## src/rtl/memory_arbiter.sv

```systemverilog
// ---------------------------------------------------------------------------
// memory_arbiter
//
// Purpose:
//   Shares one single-port RAM between the instruction-fetch (I) port and
//   the memory-stage data (D) port. It produces the one-cycle ihit/dhit
//   strobes that the hazard unit uses to stall or advance the pipeline.
//   Data requests take priority over instruction requests so that the
//   memory stage can drain. The arbiter aborts and re-arbitrates an access
//   when the RAM reports ERROR or does not return ACCESS within TIMEOUT
//   cycles. A saturating counter records each abort.
//
// Parameters:
//   TIMEOUT   cycles allowed in an access state before abort (>= 2)
//   ERRCNT_W  width of the saturating error/retry counter
//
// Ports:
//   i_clk        clock, all state on the rising edge
//   i_rst_n      asynchronous active-low reset
//   i_iren       instruction read request, held until o_ihit
//   i_iaddr      instruction word address
//   o_iload      registered instruction data, valid while o_ihit
//   o_ihit       one-cycle instruction-complete strobe
//   i_dren       data read request, held until o_dhit
//   i_dwen       data write request, held until o_dhit
//   i_daddr      data address
//   i_dstore     data write value
//   o_dload      registered read data, valid while o_dhit
//   o_dhit       one-cycle data-complete strobe
//   o_ramren     RAM read enable
//   o_ramwen     RAM write enable
//   o_ramaddr    RAM address
//   o_ramstore   RAM write data
//   i_ramload    RAM read data, valid when i_ramstate == ACCESS
//   i_ramstate   RAM status: 0 FREE, 1 BUSY, 2 ACCESS, 3 ERROR
//   o_errcnt     saturating count of ERROR/timeout aborts
// ---------------------------------------------------------------------------
module memory_arbiter #(
    parameter int TIMEOUT  = 64,
    parameter int ERRCNT_W = 8
) (
    input  logic                i_clk,
    input  logic                i_rst_n,
    input  logic                i_iren,
    input  logic [31:0]         i_iaddr,
    output logic [31:0]         o_iload,
    output logic                o_ihit,
    input  logic                i_dren,
    input  logic                i_dwen,
    input  logic [31:0]         i_daddr,
    input  logic [31:0]         i_dstore,
    output logic [31:0]         o_dload,
    output logic                o_dhit,
    output logic                o_ramren,
    output logic                o_ramwen,
    output logic [31:0]         o_ramaddr,
    output logic [31:0]         o_ramstore,
    input  logic [31:0]         i_ramload,
    input  logic [1:0]          i_ramstate,
    output logic [ERRCNT_W-1:0] o_errcnt
);

    localparam logic [1:0] RAM_ACCESS = 2'd2;
    localparam logic [1:0] RAM_ERROR  = 2'd3;

    // The timer only has to reach TIMEOUT-1, so $clog2(TIMEOUT) bits suffice.
    localparam int TIMER_W = (TIMEOUT > 2) ? $clog2(TIMEOUT) : 1;
    localparam logic [TIMER_W-1:0] TIMER_LAST = TIMER_W'(TIMEOUT - 1);

    typedef enum logic [2:0] {
        S_IDLE,
        S_DACC,
        S_IACC,
        S_DHIT,
        S_IHIT
    } state_t;

    state_t                r_state;
    logic                  r_ihit;
    logic                  r_dhit;
    logic [31:0]           r_iload;
    logic [31:0]           r_dload;
    logic [ERRCNT_W-1:0]   r_errcnt;
    logic [TIMER_W-1:0]    r_timer;

    logic                  w_d_req;
    logic                  w_ram_access;
    logic                  w_abort;
    logic                  w_errcnt_sat;

    assign w_d_req      = i_dren | i_dwen;
    assign w_ram_access = (i_ramstate == RAM_ACCESS);
    // ERROR and timeout both cause the same abort. ACCESS is checked first in the FSM.
    assign w_abort      = (i_ramstate == RAM_ERROR) || (r_timer == TIMER_LAST);
    assign w_errcnt_sat = &r_errcnt;

    always_ff @(posedge i_clk or negedge i_rst_n) begin
        if (!i_rst_n) begin
            r_state  <= S_IDLE;
            r_ihit   <= 1'b0;
            r_dhit   <= 1'b0;
            r_iload  <= '0;
            r_dload  <= '0;
            r_errcnt <= '0;
            r_timer  <= '0;
        end else begin
            // Hit strobes last exactly one cycle. They are only set on entry to a hit state.
            r_ihit <= 1'b0;
            r_dhit <= 1'b0;
            case (r_state)
                S_IDLE: begin
                    r_timer <= '0;
                    if (w_d_req) begin
                        r_state <= S_DACC;
                    end else if (i_iren) begin
                        r_state <= S_IACC;
                    end
                end
                S_DACC: begin
                    // A withdrawn request is dropped without a hit, even if the
                    // RAM completes in the same cycle.
                    if (!w_d_req) begin
                        r_state <= S_IDLE;
                    end else if (w_ram_access) begin
                        r_dload <= i_ramload;
                        r_dhit  <= 1'b1;
                        r_state <= S_DHIT;
                    end else if (w_abort) begin
                        r_state <= S_IDLE;
                        if (!w_errcnt_sat) begin
                            r_errcnt <= r_errcnt + 1'b1;
                        end
                    end else begin
                        r_timer <= r_timer + 1'b1;
                    end
                end
                S_IACC: begin
                    if (!i_iren) begin
                        r_state <= S_IDLE;
                    end else if (w_ram_access) begin
                        r_iload <= i_ramload;
                        r_ihit  <= 1'b1;
                        r_state <= S_IHIT;
                    end else if (w_abort) begin
                        r_state <= S_IDLE;
                        if (!w_errcnt_sat) begin
                            r_errcnt <= r_errcnt + 1'b1;
                        end
                    end else begin
                        r_timer <= r_timer + 1'b1;
                    end
                end
                // The IDLE bubble after a hit gives the requester a cycle to
                // drop or change its request before it is re-arbitrated.
                S_DHIT:  r_state <= S_IDLE;
                S_IHIT:  r_state <= S_IDLE;
                default: r_state <= S_IDLE;
            endcase
        end
    end

    // The RAM interface is decoded from state and the held request inputs
    // only. An asynchronous reset forces IDLE, so every enable drops at once.
    always_comb begin
        o_ramren   = 1'b0;
        o_ramwen   = 1'b0;
        o_ramaddr  = '0;
        o_ramstore = '0;
        case (r_state)
            S_DACC: begin
                o_ramaddr  = i_daddr;
                o_ramstore = i_dstore;
                o_ramwen   = i_dwen;
                o_ramren   = i_dren & ~i_dwen;
            end
            S_IACC: begin
                o_ramren  = 1'b1;
                o_ramaddr = i_iaddr;
            end
            default: begin
                o_ramren   = 1'b0;
                o_ramwen   = 1'b0;
                o_ramaddr  = '0;
                o_ramstore = '0;
            end
        endcase
    end

    assign o_ihit   = r_ihit;
    assign o_dhit   = r_dhit;
    assign o_iload  = r_iload;
    assign o_dload  = r_dload;
    assign o_errcnt = r_errcnt;

endmodule

```

## config.mk

```make
export PLATFORM = sky130hd
export DESIGN_NAME = memory_arbiter
export DESIGN_NICKNAME = d
export VERILOG_FILES = /design/src/rtl/memory_arbiter.sv
export SDC_FILE = /design/constraint.sdc
export NUM_CORES = 1
export LEC_CHECK = 0
export ABC_AREA = 1
export CELL_PAD_IN_SITES_DETAIL_PLACEMENT = 2
export CELL_PAD_IN_SITES_GLOBAL_PLACEMENT = 2
export CORE_ASPECT_RATIO = 1.75
export CORE_MARGIN = 3
export CORE_UTILIZATION = 19
export CTS_BUF_LIST = sky130_fd_sc_hd__clkbuf_8
export CTS_CLUSTER_DIAMETER = 60
export DETAILED_ROUTE_END_ITERATION = 12
export PLACE_DENSITY = 0.8
export SYNTH_ARGS = -nofsm -noshare
export SYNTH_HDL_FRONTEND = slang
export SYNTH_SLANG_ARGS = --single-unit
```

## constraint.sdc

```tcl
create_clock -name i_clk -period 1.91 [get_ports i_clk]
set_input_delay 0.382 -clock i_clk [delete_from_list [all_inputs] [get_ports i_clk]]
set_output_delay 0.382 -clock i_clk [all_outputs]
set_load 0.01 [all_outputs]
```

==> impl_metrics.json <==
{
  "cts_tree": "yes",
  "synth_ff_type": "dfrtp_1",
  "endpoint": "o_ramaddr[20]",
  "dr.pass1.iters": 4,
  "die_w_um": 119,
  "final.setup.worst_slack_ns": -0.0958,
  "insertion_delay_ns": 0.36,
  "reg2reg_to": "r_timer[3]",
  "rows": 71,
  "multi_input_area_um2": 1800,
  "cp_max_fo": 6,
  "grt_pass1_wl_um": 31800,
  "crit_path_end_kind": "output port",
  "synth_area_leaders": "dfrtp_1 (49%), nand2_1 (10%), inv_1 (7.1%)",
  "min_path_type": "flip-flop to flip-flop",
  "failed_checks": "setup timing",
  "syn_nets": 652,
  "clk_pin_slew_ns": 0.09,
  "ys_seq_area_share_pct": 49.2,
  "die_area_um2": 24100,
  "cts_root_buffer": "clkbuf_8",
  "skew_ns": 0.0160,
  "post-route-util_pct": 35.9,
  "initial_utilization_pct": 19.5,
  "portBuffers": 274,
  "gp_congestion": 0.783,
  "syn_inst": 515,
  "die_y_um": 203,
  "cts.sinks": 83,
  "fin_crit_sh_pct": 105,
  "finalHoldViolCount": 0,
  "p_leak_nw": 3.82,
  "routed_via_density": 4.27,
  "fill_cells": 2478,
  "async_flop_share_pct": 100,
  "hpwl_um": 16400,
  "pin_count": 275,
  "drc": 0,
  "fmax_mhz": 499,
  "status": "complete, but fails checks",
  "ys_ff_latch": 83,
  "power.density_nw_per_um2": 1360,
  "grt-ovfl-total": 0,
  "syn_area_um2": 4220,
  "place_ws_ns": -0.238,
  "finalSetupViolations": 36,
  "clk_path_buf_depth": 2,
  "drv_cap": 0,
  "post_drt_wl_per_cell_um": 19.1,
  "antenna_found_initial": 2,
  "drt_iter0_markers": 111,
  "synth_edf_count": 0,
  "drv_slew": 0,
  "period_needed_ns": 2.01,
  "htree_levels": 3,
  "cp.required_ns": 1.53,
  "grt_start_max_net_pins": 39,
  "worst_pin_slew_ns": 0.507,
  "drive_gt1_share_pct": 22.5,
  "synth_top_area_share_pct": 49.2,
  "vias": 4782,
  "max_slew_margin_pct": 66.2,
  "area_delta_synth_final_pct": 84.5,
  "cp-start-kind": "flip-flop",
  "grt_pass1_vias": 5474,
  "core_um2": 21700,
  "ys.warnings.count": 0,
  "synth_top_area_cell": "dfrtp_1",
  "r2r-start": "r_state[0]",
  "layout.nets": 959,
  "wirelength_um": 21300,
  "startpoint": "r_state[0]",
  "cp.arrival_ns": 1.62,
  "final-seq-area_um2": 2080,
  "gr-usage-all-layers_pct": 17.0,
  "ant_nets": 0,
  "worstRegToRegCells": 13,
  "path_class": "flip-flop to output port",
  "vdd_drop_max_mv": 0.515,
  "cts_made_buffers": 9,
  "reg2reg_setup_slack_ns": 0.08,
  "synth_cell_types": 32,
  "syn_area_per_cell_um2": 8.19,
  "rsz0062_at_grt": "true"
}
==> cells in the mapped netlist (5+ instances only) <==
cell	n
a22o_1	32
o21ai_1	5
buf_6	7
a21oi_1	17
inv_1	80
buf_2	5
nand3_1	21
clkbuf_1	8
o21ai_2	5
a21oi_2	10
dfrtp_1	83
nand2_1	113
nor2_1	69
o21ai_0	24
==> what timing repair did <==
action                     in CTS  in global routing
gates cloned                    3                  2
setup endpoints to repair      66                 80
setup buffers                  12                  2
hold buffers                    1                  0
pin swaps                       1                 21
hold endpoints to repair       23                  0
resized for setup             297                 42
==> cell usage in the layout (no fill, tap or decap), types with 4 or more instances in the layout <==
cell,n
nor2_1,47
dfrtp_1,83
nand2_2,5
nand2_1,108
buf_12,8
a21oi_2,10
inv_6,4
o21ai_2,5
nand3_1,18
buf_6,16
nor2_2,20
clkdlybuf4s50_1,207
inv_1,79
a22o_1,32
nor2_4,5
o21ai_0,24
a21oi_1,17
nand4_1,4
clkbuf_8,9
o21ai_1,5
buf_2,49
buf_4,35
xnor2_1,4
==> worst max-delay path, stage by stage (launching register included) <==
cell       delay [ns]
dfrtp_1          0.43
buf_6            0.14
nand3b_4         0.12
inv_6            0.07
clkbuf_16        0.16
a22o_1           0.21
buf_2            0.14
==> metal layers <==
metal	global-route usage, %	vias to the layer above	wire, µm
li1	-	2230	-
met1	18.2	2366	7660
met2	32.0	149	11900
met3	4.16	35	1120
met4	6.67	2	669
met5	0	-	13
==> per-stage QoR <==
step	total power [mW]	std cells	hold WS (ns)	setup TNS (ns)	cell area (µm²)
floorplan	5.20	515	0.0864	0	4220
global placement	8.80	1085	0.391	-7.16	7480
detailed placement	9.02	1085	0.398	-11.64	7480
CTS	10.6	1117	0.498	-4.38	7720
global route	11.3	1120	0.524	-6.86	7780
finish	10.6	1120	0.490	-2.05	7780
==> sequential cells by signal (all words and copies together) (netlist names) <==
name	count
o_dhit	1
o_iload	32
o_ihit	1
r_timer	6
r_state	3
o_dload	32
o_errcnt	8
==> final cells by class <==
cell class                 instances  area share [%]
sequential                        83            26.7
clock inverter                     7            1.06
multi-input combinational        325            23.1
tap                              292            4.69
timing repair buffer             319            38.7
inverter                          84            4.21
antenna                            1          0.0321
clock buffer                       9            1.59
==> cells by family after synthesis <==
group / after synthesis / share of synthesized area (%)
and+or+nand+nor: 221 / 22.0
buffers and inverters: 107 / 11.2
AOI/OAI and AO/OA: 95 / 15.6
DFF: 83 / 49.2
xor gates and xnor gates: 7 / 1.45
adders and majority gates: 2 / 0.593
==> worst min path at each step <==
stage | cells past startpoint | from | endpoint | slack, ns
2_1_floorplan | 0 | i_rst_n | o_dhit | 0.09
3_3_place_gp | 1 | i_rst_n | o_dhit | 0.39
3_5_place_dp | 1 | i_rst_n | o_dload[25] | 0.40
4_1_cts | 2 | o_dload[0] | o_dload[0] | 0.50
5_1_grt | 2 | o_dload[13] | o_dload[13] | 0.52
6_report | 2 | o_dload[0] | o_dload[0] | 0.49
==> power breakdown <==
part | switching (mW) | internal, mW | total, mW
Combinational | 3.07 | 3.19 | 6.26
Clock | 0.731 | 0.628 | 1.36
Sequential | 0.453 | 2.48 | 2.93
Total | 4.25 | 6.30 | 10.6
(Power assumes the default switching activity.)
